--- config.mk ---
export PLATFORM = sky130hd
export DESIGN_NAME = csa_accumulator
export DESIGN_NICKNAME = d
export VERILOG_FILES = /design/src/rtl/csa_acc_pkg.sv /design/src/rtl/full_adder.sv /design/src/rtl/csa_accumulator.sv
export SDC_FILE = /design/constraint.sdc
export NUM_CORES = 1
export LEC_CHECK = 0
export CAP_MARGIN = 20
export CORE_MARGIN = 2
export CORE_UTILIZATION = 23
export CTS_BUF_LIST = sky130_fd_sc_hd__clkbuf_4
export CTS_CLUSTER_SIZE = 14
export DETAILED_ROUTE_END_ITERATION = 10
export SKIP_LAST_GASP = 1
export SLEW_MARGIN = 5
export SYNTH_ARGS = -nofsm -noshare
export SYNTH_HDL_FRONTEND = slang
export SYNTH_SLANG_ARGS = --single-unit
export TNS_END_PERCENT = 30
--- constraint.sdc ---
create_clock -name clk -period 6.3 [get_ports clk]
set_clock_uncertainty 0.05 [all_clocks]
set_input_delay 1.26 -clock clk [delete_from_list [all_inputs] [get_ports clk]]
set_output_delay 1.26 -clock clk [all_outputs]
set_load 0.02 [all_outputs]
--- src/rtl/csa_acc_pkg.sv ---
// Shared definitions for the carry-save accumulator.
// Holds the state encoding and the default parameter constants used by
// csa_accumulator.
package csa_acc_pkg;

  localparam int DEF_WIDTH     = 4;
  localparam int DEF_ACC_WIDTH = 6;
  localparam int DEF_CNT_WIDTH = 5;

  typedef enum logic [1:0] {
    ST_IDLE    = 2'd0,
    ST_ACCUM   = 2'd1,
    ST_RESOLVE = 2'd2,
    ST_DONE    = 2'd3
  } state_t;

endpackage

--- src/rtl/full_adder.sv ---
// One-bit full adder.
// It serves as the per-bit 3:2 compressor cell and as the ripple-carry adder cell.
// Ports: a, b, cin  - the three input bits
//        sum        - a ^ b ^ cin
//        cout       - majority(a, b, cin)
module full_adder (
  input  logic a,
  input  logic b,
  input  logic cin,
  output logic sum,
  output logic cout
);

  assign sum  = a ^ b ^ cin;
  assign cout = (a & b) | (a & cin) | (b & cin);

endmodule

--- src/rtl/csa_accumulator.sv ---
// Carry-save frame accumulator.
// Beats of a frame are folded into a redundant (S, C) pair with one 3:2
// compressor level per beat, so no carry propagates while beats arrive.
// After the last beat, one RESOLVE cycle runs a ripple-carry add of S + C
// and registers the result. The result is held in DONE until the consumer
// takes it.
// Ports:
//   clk, rst_n                   - clock, async active-low reset
//   in_valid/in_ready            - operand beat handshake
//   in_data, in_last             - operand beat and end-of-frame marker
//   out_valid/out_ready          - result handshake
//   out_sum, out_ovf, out_count  - frame sum mod 2^ACC_WIDTH, overflow,
//                                  saturating beat count
module csa_accumulator
  import csa_acc_pkg::*;
#(
  parameter int WIDTH     = DEF_WIDTH,
  parameter int ACC_WIDTH = DEF_ACC_WIDTH,
  parameter int CNT_WIDTH = DEF_CNT_WIDTH
) (
  input  logic                 clk,
  input  logic                 rst_n,
  input  logic                 in_valid,
  output logic                 in_ready,
  input  logic [WIDTH-1:0]     in_data,
  input  logic                 in_last,
  output logic                 out_valid,
  input  logic                 out_ready,
  output logic [ACC_WIDTH-1:0] out_sum,
  output logic                 out_ovf,
  output logic [CNT_WIDTH-1:0] out_count
);

  state_t                 state_r;
  state_t                 state_s;
  logic [ACC_WIDTH-1:0]   s_r;
  logic [ACC_WIDTH-1:0]   c_r;
  logic                   ovf_r;
  logic [CNT_WIDTH-1:0]   cnt_r;

  logic                   xfer_s;
  logic                   hs_s;
  logic [ACC_WIDTH-1:0]   data_ext_s;
  logic [ACC_WIDTH-1:0]   comp_sum_s;
  logic [ACC_WIDTH-1:0]   comp_maj_s;
  logic [ACC_WIDTH-1:0]   comp_carry_s;
  logic [ACC_WIDTH-1:0]   cpa_sum_s;
  logic [ACC_WIDTH:0]     cpa_carry_s;

  // Saturating increment for the beat counter.
  function automatic logic [CNT_WIDTH-1:0] sat_inc(input logic [CNT_WIDTH-1:0] v);
    if (v == {CNT_WIDTH{1'b1}}) begin
      sat_inc = v;
    end else begin
      sat_inc = v + CNT_WIDTH'(1);
    end
  endfunction

  assign xfer_s     = in_valid & in_ready;
  assign hs_s       = out_valid & out_ready;
  assign data_ext_s = {{(ACC_WIDTH-WIDTH){1'b0}}, in_data};

  // The majority bit out of the MSB column has no place in C. It is
  // recorded in the sticky overflow flag instead.
  assign comp_carry_s   = {comp_maj_s[ACC_WIDTH-2:0], 1'b0};
  assign cpa_carry_s[0] = 1'b0;

  genvar gi;
  generate
    for (gi = 0; gi < ACC_WIDTH; gi++) begin : g_bit
      full_adder u_comp (
        .a   (s_r[gi]),
        .b   (c_r[gi]),
        .cin (data_ext_s[gi]),
        .sum (comp_sum_s[gi]),
        .cout(comp_maj_s[gi])
      );
      full_adder u_cpa (
        .a   (s_r[gi]),
        .b   (c_r[gi]),
        .cin (cpa_carry_s[gi]),
        .sum (cpa_sum_s[gi]),
        .cout(cpa_carry_s[gi+1])
      );
    end
  endgenerate

  // State register.
  always_ff @(posedge clk or negedge rst_n) begin
    if (!rst_n) begin
      state_r <= ST_IDLE;
    end else begin
      state_r <= state_s;
    end
  end

  // Next-state logic.
  always_comb begin
    state_s = state_r;
    case (state_r)
      ST_IDLE: begin
        if (xfer_s) begin
          state_s = in_last ? ST_RESOLVE : ST_ACCUM;
        end else begin
          state_s = ST_IDLE;
        end
      end
      ST_ACCUM: begin
        if (xfer_s && in_last) begin
          state_s = ST_RESOLVE;
        end else begin
          state_s = ST_ACCUM;
        end
      end
      ST_RESOLVE: begin
        state_s = ST_DONE;
      end
      ST_DONE: begin
        if (hs_s) begin
          state_s = ST_IDLE;
        end else begin
          state_s = ST_DONE;
        end
      end
      default: begin
        state_s = ST_IDLE;
      end
    endcase
  end

  // in_ready is registered from the next state, so it always matches state_r.
  always_ff @(posedge clk or negedge rst_n) begin
    if (!rst_n) begin
      in_ready <= 1'b1;
    end else begin
      in_ready <= (state_s == ST_IDLE) || (state_s == ST_ACCUM);
    end
  end

  // Carry-save accumulation state. It is cleared when the result is consumed.
  always_ff @(posedge clk or negedge rst_n) begin
    if (!rst_n) begin
      s_r   <= {ACC_WIDTH{1'b0}};
      c_r   <= {ACC_WIDTH{1'b0}};
      ovf_r <= 1'b0;
      cnt_r <= {CNT_WIDTH{1'b0}};
    end else if (xfer_s) begin
      s_r   <= comp_sum_s;
      c_r   <= comp_carry_s;
      ovf_r <= ovf_r | comp_maj_s[ACC_WIDTH-1];
      cnt_r <= sat_inc(cnt_r);
    end else if ((state_r == ST_DONE) && hs_s) begin
      s_r   <= {ACC_WIDTH{1'b0}};
      c_r   <= {ACC_WIDTH{1'b0}};
      ovf_r <= 1'b0;
      cnt_r <= {CNT_WIDTH{1'b0}};
    end else begin
      s_r   <= s_r;
      c_r   <= c_r;
      ovf_r <= ovf_r;
      cnt_r <= cnt_r;
    end
  end

  // Result registers. They are loaded in RESOLVE and keep their value after the handshake.
  always_ff @(posedge clk or negedge rst_n) begin
    if (!rst_n) begin
      out_valid <= 1'b0;
      out_sum   <= {ACC_WIDTH{1'b0}};
      out_ovf   <= 1'b0;
      out_count <= {CNT_WIDTH{1'b0}};
    end else if (state_r == ST_RESOLVE) begin
      out_valid <= 1'b1;
      out_sum   <= cpa_sum_s;
      out_ovf   <= ovf_r | cpa_carry_s[ACC_WIDTH];
      out_count <= cnt_r;
    end else if ((state_r == ST_DONE) && hs_s) begin
      out_valid <= 1'b0;
      out_sum   <= out_sum;
      out_ovf   <= out_ovf;
      out_count <= out_count;
    end else begin
      out_valid <= out_valid;
      out_sum   <= out_sum;
      out_ovf   <= out_ovf;
      out_count <= out_count;
    end
  end

endmodule

# Yosys cells after proc, flatten, opt, wreduce, memory -nomap -nowiden
# Cells that the tools add are included.
dict set report op_classes {
  n_mux 14
  add_sub_neg 1
  n_eq_ne 6
  reduce_logical 8
  n_bitwise 61
}
# op count
set op_table {}
lappend op_table {{bitwise AND 1 bit} 26}
lappend op_table {{OR 1 bit} 20}
lappend op_table {{2-to-1 mux 6 bit} 3}
lappend op_table {{2-to-1 mux 5 bit} 3}
lappend op_table {{bitwise XOR 1 bit} 15}
lappend op_table {{2-to-1 mux 2 bit} 4}
lappend op_table {{case mux 2 bit (4 select lines)} 1}
lappend op_table {{adder 5 x 1 -> 5 bit, second input constant} 1}
lappend op_table {{equality test 5 bit, second input constant} 1}
lappend op_table {{equality test 2 x 1 -> 1 bit, second input constant} 2}
lappend op_table {{equality test 2 bit, second input constant} 2}
lappend op_table {{zero test 2 bit} 2}
lappend op_table {{nonzero test 2 bit} 2}
lappend op_table {{2-to-1 mux 1 bit} 3}
lappend op_table {{logical AND 1 bit} 2}
lappend op_table {{!= test 2 bit, second input constant} 1}
lappend op_table {{AND reduction 2 bit} 1}
lappend op_table {{logical OR 1 bit} 1}
dict set report totals {
  regBits 34
  input_bits 9
}

# Longest topological paths before layout
dict set report depth {
  word_depth 17
  depth_mapped 8
}

# By module
# A second synthesis with hierarchy kept.
dict set report unflattened {
  cells_unflattened 109
  area_unflattened_um2 1564.0
}
# mod seq_area_each_um2 cells_each area_each_um2 instances
set by_module_without_submodules {}
lappend by_module_without_submodules {csa_accumulator 827.0 97 1323.8 1}
lappend by_module_without_submodules {full_adder 0.0 1 20.0 12}

# Worst setup path after synthesis
# Ideal clock, no wire load.
dict set report synth_path {
  path_type {register to register}
  startpoint {register c_r[1]}
  endpoint {register out_sum[5]}
  setup_time_ns 0.083
  arrival_ns 2.300
  setup_slack_ns 3.867
  path_stages_with_launch 8
  path_buffers 0
  required_ns 6.167
  period_less_slack_ns 2.433
  path_cell_list {dfrtp_1 > ha_1 > fa_1 > fa_1 > fa_1 > inv_1 > fa_1 > o21ai_0}
}
dict set report synth_between {
  elab_chain_len 13
  word_cells_on_any_way 17
}
# element line_no
set synth_rtl {}
lappend synth_rtl {{start, declared} csa_accumulator.sv:37} ;# logic [ACC_WIDTH-1:0] c_r;
lappend synth_rtl {{start signal, assigned} csa_accumulator.sv:144} ;# c_r <= {ACC_WIDTH{1'b0}};
lappend synth_rtl {{start signal, assigned} csa_accumulator.sv:149} ;# c_r <= comp_carry_s;
lappend synth_rtl {{start signal, assigned} csa_accumulator.sv:154} ;# c_r <= {ACC_WIDTH{1'b0}};
lappend synth_rtl {{bitwise AND 1 bit} full_adder.sv:15} ;# assign cout = (a & b) | (a & cin) | (b & cin);
lappend synth_rtl {{OR 1 bit} full_adder.sv:15}
lappend synth_rtl {{OR 1 bit *} full_adder.sv:15}
lappend synth_rtl {{bitwise AND 1 bit} full_adder.sv:15}
lappend synth_rtl {{OR 1 bit} full_adder.sv:15}
lappend synth_rtl {{OR 1 bit *} full_adder.sv:15}
lappend synth_rtl {{bitwise AND 1 bit} full_adder.sv:15}
lappend synth_rtl {{OR 1 bit} full_adder.sv:15}
lappend synth_rtl {{OR 1 bit *} full_adder.sv:15}
lappend synth_rtl {{bitwise AND 1 bit} full_adder.sv:15}
lappend synth_rtl {{OR 1 bit} full_adder.sv:15}
lappend synth_rtl {{OR 1 bit *} full_adder.sv:15}
lappend synth_rtl {{bitwise XOR 1 bit *} full_adder.sv:14} ;# assign sum = a ^ b ^ cin;
lappend synth_rtl {{end signal, assigned} csa_accumulator.sv:169} ;# out_sum <= {ACC_WIDTH{1'b0}};
lappend synth_rtl {{end signal, assigned} csa_accumulator.sv:174} ;# out_sum <= cpa_sum_s;
lappend synth_rtl {{end signal, assigned} csa_accumulator.sv:179} ;# out_sum <= out_sum;
lappend synth_rtl {{end, declared} csa_accumulator.sv:29} ;# output logic [ACC_WIDTH-1:0] out_sum,
# Mark *: on every way between the ends. The rest lies on a longest branch, timed or not.
# A chain may end at the register's enable or synchronous reset.

# Final worst setup path
dict set report layout_path {
  startpoint {register in_ready}
  endpoint {output port in_ready}
}
# element line_no
set layout_rtl {}
lappend layout_rtl {{start, declared} csa_accumulator.sv:24} ;# output logic in_ready,
lappend layout_rtl {{start signal, assigned} csa_accumulator.sv:136} ;# in_ready <= (state_s == ST_IDLE) || (state_s == ST_ACCUM);
# No word-level cell between the ends.

==> run metrics <==
Flop pwr share=0.436; register bit total from synthesis=33; Worst Setup End Kind=output port; final net count=roughly 160; Final setup viols=0; Yosys top cell area share=0.5116; row cnt=30; wire length on met3=between 100 and 150 um; Total GRT Usage=0.08434; Routed Antenna Nets=0; Crit path required time=roughly 5.0 ns; maximum clock insertion buffer count=2; post-CTS sizing=0; Fmax=351.6 MHz; H-tree depth=2; Final Hold Viols=0; Sw Share=0.3613; Netlist Area Pre-Place=between 0.0015 and 0.002 mm^2; CP max stage delay=0.61 ns; Period minus WS final=roughly 2.8 ns; library cells used by synthesis=30; CTS tree=built; Slew @ Worst Pin=0.7952 ns; Synth Warn #=0; largest cells by area after synthesis=dfrtp_1 51%, fa_1 9.0%, a22o_1 6.2%; placed cells=approximately 210; Post-CTS Setup Bufs=0; final wirelength=between 2000 and 3000 um; Net Count, Synth=~140; DR top layer=met4; Placer Congestion=between 0.7 and 0.8; antenna cell count=0; HP Start=out_ovf$_DFFE_PN0P_; layout cells sized above 1=0.1714; CP startpoint kind=register; num ports=23; worst path bufs/invs=1; Final Cycle Share=0.4514; max cap viols=0; most frequent cells in the layout=32 x dfrtp_1, 22 x clkdlybuf4s50_1, 11 x a22o_1; Port-buffer cells=22; setup TNS=0 ns; clk sinks=33; Placed Area=between 0.0015 and 0.002 mm^2; DR vias=951; leading cell type in the layout, fill and taps excluded=dfrtp_1; Critical Path Source=in_ready$_DFF_PN1_; total CTS buffers=5; first-pass GRT wire length=~4800 um; Post-synth EDFFs=0; CP top delay family=buffers and inverters; Hold Path Class=reg -> reg; Comb power frac=0.421; Max transition margin=0.4698; core area=0.006681 mm^2; Clock Pin Slew Worst Setup and Hold Paths=approximately 0.090 ns; status=finished, final reports clean; Iter 0 DRT Violations=12; syn_area_per_cell=~14 um^2; arrival time worst endpoint=between 1.5 and 2 ns; largest net degree at the start of global routing=34; Int Power=between 0.0005 and 0.0006 W; post-route insts no fill=between 200 and 250; CP Cell Sequence=clkdlybuf4s50_1; Detailed Place HPWL=1927 um; Initial DRT Pass Iterations=4; Seq/Total Area, Yosys=0.5284; Clock Latency Late Sink=~0.33 ns; die width=approximately 86 um; die height=86.50 um; Clock power frac=0.143; DIE AREA=between 0.007 and 0.008 mm^2; RSZ-0062 raised after global routing=false; Area growth, synth to finish=21.34%; Crit-path slowest cell=clkdlybuf4s50_1; vias per cell=around 4.3; met2 wire length=~1200 um; Post-Syn Instances=~110; initial antenna violation count=0; root buffer cell=clkbuf_4; asr flop ratio synth=1.000; crit-path max FO=7; Routed WL per cell=12.38 um; max-slew violations=0; design area=approximately 0.0019 mm^2; ys flop type=dfrtp_1; gr ovfl total=0; M1 WL=1356 um; Final Total Pwr=0.0008653 W; # hold bufs at CTS=0; starting density of the core=0.2343; Peak VDD IR=between 0.15 and 0.2 mV; pwr dens=~460 mW/mm^2; WS Path Type=reg -> out; Residual DRC=0; reg2reg start=c_r[1]$_DFFE_PN0P_; Static Leak=approximately 0.89 nW; vias in the first global route=between 900 and 1000; cell taking the most area after synthesis=dfrtp_1; total net switching power=about 0.00031 W
==> power groups by stage <==
stage | clock network (W) | logic [W] | registers [W]
final | 0.000124 | 0.000365 | 0.000377
after global routing | 0.000142 | 0.000409 | 0.000393
after CTS | 0.000133 | 0.000373 | 0.000378
after detailed placement | 0 | 0.000372 | 0.000381
after global placement | 0 | 0.000366 | 0.000380
after floorplan | 0 | 0.000211 | 0.000416
==> through the flow <==
| step | util | worst slack [ns] | hold slack (ns) |
|---|---|---|---|
| after floorplan | - | 3.867 | 0.4316 |
| final | 0.2843 | 3.456 | 0.4361 |
| after global placement | 0.2753 | 3.358 | 0.4147 |
| after CTS | 0.2843 | 3.434 | 0.4506 |
| after detailed placement | 0.2753 | 3.328 | 0.4292 |
| after global routing | 0.2843 | 3.407 | 0.4850 |
==> synthesized netlist by cell type (3+ instances only) <==
cell / n
dfrtp_1: 32
a22o_1: 11
nand2_1: 8
fa_1: 7
ha_1: 6
mux2_2: 6
inv_1: 5
mux2_4: 5
o21ai_0: 5
a21oi_1: 4
and3_1: 3
buf_6: 3
==> area by class of cell <==
| class | count | area, um^2 |
|---|---|---|
| Clock buffer | 8 | 60.06 |
| Timing Repair Buffer | 23 | 227.7 |
| Fill cell | 702 | 4782 |
| Sequential cell | 33 | 827.0 |
| Inverter | 5 | 18.77 |
| Tap cell | 80 | 100.1 |
| Multi-Input combinational cell | 71 | 665.6 |
==> logic make-up after synthesis <==
| family | synth area share |
|---|---|
| muxes | 0.09112 |
| adders and majority gates | 0.1375 |
| buffers and inverters | 0.04636 |
| AOI/OAI and AO/OA | 0.1151 |
| and+or+nand+nor | 0.08154 |
| DFF | 0.5284 |
==> state kept, by name (all words and copies together), names as in the netlist <==
register	cells
out_sum	6
s_r	6
c_r	5
cnt_r	5
out_count	5
state_r	2
in_ready	1
out_ovf	1
out_valid	1
ovf_r	1
==> worst paths after layout <==
path	end	cells past startpoint	slack, ns
max	in_ready	1	3.46
min	out_ovf$_DFFE_PN0P_	2	0.44
max reg2reg	out_sum[5]$_DFFE_PN0P_	7	3.71
min reg2reg	out_ovf$_DFFE_PN0P_	2	0.44
max in group asynchronous	in_ready$_DFF_PN1_	2	4.60
min in group asynchronous	s_r[2]$_DFFE_PN0P_	2	1.27
==> metal layers <==
metal  global-route usage  up-vias
met5                    0        -
met4              0.04261        0
met3              0.03143        6
met2               0.1168       22
met1               0.1149      465
li1                     -      458
Power figures use the tool's default switching activity.
==> RTL edit 1 (same flow settings) <==
Re-encode `state_t` (4 states) as Gray code, 2 bits wide.
--- a/src/rtl/csa_acc_pkg.sv
+++ b/src/rtl/csa_acc_pkg.sv
@@ -9,8 +9,8 @@
 
   typedef enum logic [1:0] {
-    ST_IDLE    = 2'd0,
-    ST_ACCUM   = 2'd1,
-    ST_RESOLVE = 2'd2,
-    ST_DONE    = 2'd3
+    ST_IDLE    = 2'b00,
+    ST_ACCUM   = 2'b01,
+    ST_RESOLVE = 2'b11,
+    ST_DONE    = 2'b10
   } state_t;
 
Behaviour: same outputs for any inputs over 4 cycles, from zero or initial values and one cycle with rst_n low; so few cycles prove little.
==> RTL edit 1 against the original RTL <==
Total power decreased by 3.4%; critical path depth unchanged; die area decreased by 2.1%; sequential cell count unchanged; hold slack improved by 16 ps; synthesized cell count decreased by 0.88%; cell area decreased by 1.6%; wire length increased by 0.40%; area after synthesis decreased by 2.2%; non-clock buffer count unchanged; worst setup slack improved by 44 ps; largest power group unchanged.
==> RTL edit 1: results (changes against the original RTL) <==
| Metric | Value |
|---|---|
| Part of the Yosys area used for sequential elements | 54.0% (+1.2 points) |
| Worst-path fanout max | 4 (-3) |
| Setup slack at placement | 3400 ps (+71.0 ps) |
| # clk buffers | 7 (-1) |
| Synth Area in Compound Gates | 11.5% (+0.018 points) |
| Mux share of post-synthesis cell area | 7.36% (-1.8 points) |
| First-pass GRT wire length | 4560 µm (-4.3%) |
| Crit path DAT | 1490 ps (-40 ps) |
| Synth Area in XOR/XNOR | 0.572% (+0.57 points) |
| WL met1 | 1260 µm (-7.2%) |
| Psw | 307 µW (-1.7%) |
| IR drop worst, VDD | 0.112 mV (-37%) |
| Leak | 0.000874 µW (-1.5%) |
| GPL Wtd Cong | 0.737 (-5.2%) |
| Post-place instance area | 0.00181 mm² (-1.4%) |
| NonClk Buf Share | 12.2% (+0.19 points) |
| Worst-margin pin slew | 668 ps (-127 ps) |
| Share of cells above drive strength 1 | 16.5% (-0.60 points) |
| Fin Hold WS | 452 ps (+16.1 ps) |
| Initial DRC count | 54 (+42) |
| Fillcell total | 654 (-6.8%) |
| Largest cells by area after synthesis | dfrtp_1 52%, fa_1 9.2%, mux2_2 7.4% |
| Status | complete, no violations |
| GR Layer Usage met2 | 12.1% (+0.47 points) |
| Die Wd | 85.6 µm (-1.1%) |
| Design area | 0.00187 mm² (-1.6%) |
| Combinational Power | 340 µW (-6.8%) |
| DR vias/cell | 4.29 (-0.72%) |
| Placed cells | 208 (-1.9%) |
| Synth unique cells | 29 (-3.3%) |
| Nets | 160 (-0.62%) |
| Synth top cells by count | 32 x dfrtp_1, 10 x a22o_1, 10 x mux2_2 |
## RTL edit 1: changes by cell type after synthesis, moves of 2 or more
cell | unedited run | this run
mux2_2 | 6 | 10
o2bb2ai_1 | 0 | 2
a21oi_1 | 4 | 1
mux2_4 | 5 | 0
nor2_1 | 1 | 3
## RTL edit 1: how the worst max path moves through the flow
stage                  startpoint                endpoint  cells after the start
3_3_place_gp             in_valid      c_r[5]$_DFFE_PN0P_                      4
5_1_grt        in_ready$_DFF_PN1_                in_ready                      1
2_1_floorplan  c_r[1]$_DFFE_PN0P_  out_sum[5]$_DFFE_PN0P_                      7
3_5_place_dp             in_valid       ovf_r$_DFFE_PN0P_                      4
4_1_cts        in_ready$_DFF_PN1_                in_ready                      1
6_report       in_ready$_DFF_PN1_                in_ready                      1
==> RTL edit 2 (config.mk and constraints unchanged) <==
Made on the original files. Change the package constant `DEF_WIDTH` from 4 to 6.
--- a/src/rtl/csa_acc_pkg.sv
+++ b/src/rtl/csa_acc_pkg.sv
@@ -4,5 +4,5 @@
 package csa_acc_pkg;
 
-  localparam int DEF_WIDTH     = 4;
+  localparam int DEF_WIDTH     = 6;
   localparam int DEF_ACC_WIDTH = 6;
   localparam int DEF_CNT_WIDTH = 5;
Ports: changed (resized in_data); port bits go from 23 to 25. No check against the original RTL was run, so the function may have changed too.
==> RTL edit 2 against the original RTL <==
Total power increased by 2.7%; sequential share of layout area shrank 0.68 points; worst setup slack gained 8.3 ps; highest routed layer unchanged; utilization grew 0.29 points; cell area rose by 1.6%; largest cell class unchanged; wire length up 3.5%; sequential cell count stayed put; sequential power up 3%; area after synthesis increased by 0.96%.
==> RTL edit 2: results (changes against the original RTL) <==
| Metric | Value |
|---|---|
| Status | complete, no violations |
| Ys Warns | 0 (unchanged) |
| Drt wl/cell | 12.7 µm (+2.5%) |
| Total GRT Usage | 8.58% (+0.14 points) |
| Synthesized Nets | 137 (+1.5%) |
| IR drop worst, VDD | 0.191 mV (+8.1%) |
| First-pass GRT wire length | 4880 µm (+2.3%) |
| Initial DRC count | 40 (+28) |
| Antenna Cells | 0 (unchanged) |
| Reg clk slew, reported paths | 100 ps |
| Non-Filler Instances | 222 (+0.91%) |
| Placed cells | 214 (+0.94%) |
| # port buffers | 24 (+9.1%) |
| Post-synth EDFFs | 0 (unchanged) |
| Syn avg cell area | 14.0 µm² (+0.96%) |
| Part of the Yosys area used for sequential elements | 52.3% (-0.50 points) |
| Synth top cells by count | 32 x dfrtp_1, 11 x a22o_1, 9 x fa_1 |
| Fillcell total | 700 (-0.28%) |
| Post-DP HPWL | 2060 µm (+6.9%) |
| Skew-Pair Late Insertion Delay | 320 ps |
| Worst-margin pin slew | 781 ps (-14.7 ps) |
| Nets | 165 (+2.5%) |
| GPL Wtd Cong | 0.733 (-5.6%) |
| Vias in the first global route | 995 (+1.2%) |
| Synth unique cells | 30 (unchanged) |
| DR vias/cell | 4.28 (-1.0%) |
| Num CTS Buffers | 5 (unchanged) |
| Post-route ant nets | 0 (unchanged) |
| Leak | 0.000893 µW (+0.76%) |
| Largest cells by area after synthesis | dfrtp_1 51%, fa_1 11%, a22o_1 6.1% |
| Share of cells above drive strength 1 | 16.9% (-0.24 points) |
| Crit path DAT | 1530 ps (about the same) |
## RTL edit 2: cell types whose count changed in the layout (fill, tap and decap cells not counted)
cell             unedited run  this run
clkbuf_4                    8         6
clkdlybuf4s50_1            22        24
clkinv_2                    0         2
fa_1                        7         9
ha_1                        6         4
## RTL edit 2: worst min-delay path, stage by stage (launching register included)
cell and delay, ps:
dfrtp_1 350, nand2_1 50, o21ai_0 60
## RTL edit 2: cell type report
class	count	share of cell area [%]
flip-flops and latches	33	42.9
multi-input cells	71	35.3
repair buffers	25	12.8
well taps	80	5.19
clock buffers	6	2.33
inverters	5	0.973
clock inverters	2	0.519
## RTL edit 2: stage by stage
step | setup slack, ps | power, µW | instance area (µm²)
finish | 3460 | 889 | 1930
CTS | 3440 | 906 | 1930
floorplan | 3870 | 653 | 1580
global route | 3380 | 972 | 1930
global placement | 3350 | 774 | 1870
detailed placement | 3310 | 784 | 1870
## RTL edit 2: kinds of logic after synthesis
kind of cell               synth area share, %
AOI/OAI and AO/OA                         11.4
adders and majority gates                 14.6
buffers and inverters                     4.59
DFF                                       52.3
muxes                                     9.03
and+or+nand+nor                           8.08
## RTL edit 2: metal layers
layer | wire length (µm) | vias up | part of all wire [%] | GRT usage (%)
met5 | 0 | - | 0 | 0
met4 | 15 | 0 | 0.53 | 2.13
met3 | 142 | 2 | 5.0 | 3.41
met2 | 1180 | 21 | 42 | 11.6
met1 | 1480 | 469 | 53 | 12.7
li1 | - | 458 | - | -
## RTL edit 2: report_power, final
| part | internal [µW] | total, µW | switching (µW) | leakage, µW |
|---|---|---|---|---|
| logic | 205 | 383 | 178 | 0.000441 |
| clock network | 46.9 | 119 | 71.8 | 0.0000354 |
| registers | 306 | 387 | 81.0 | 0.000417 |
| total | 558 | 889 | 331 | 0.000893 |
## RTL edit 2: path summary, 6_finish.rpt
check	startpoint	end	slack (ps)	cells past startpoint
max	in_ready$_DFF_PN1_	in_ready	3460	1
min	out_sum[5]$_DFFE_PN0P_	out_sum[5]$_DFFE_PN0P_	440	2
max reg2reg	c_r[1]$_DFFE_PN0P_	out_sum[5]$_DFFE_PN0P_	3720	7
min reg2reg	out_sum[5]$_DFFE_PN0P_	out_sum[5]$_DFFE_PN0P_	440	2
max in group asynchronous	rst_n	in_ready$_DFF_PN1_	4580	2
min in group asynchronous	rst_n	c_r[3]$_DFFE_PN0P_	1290	2
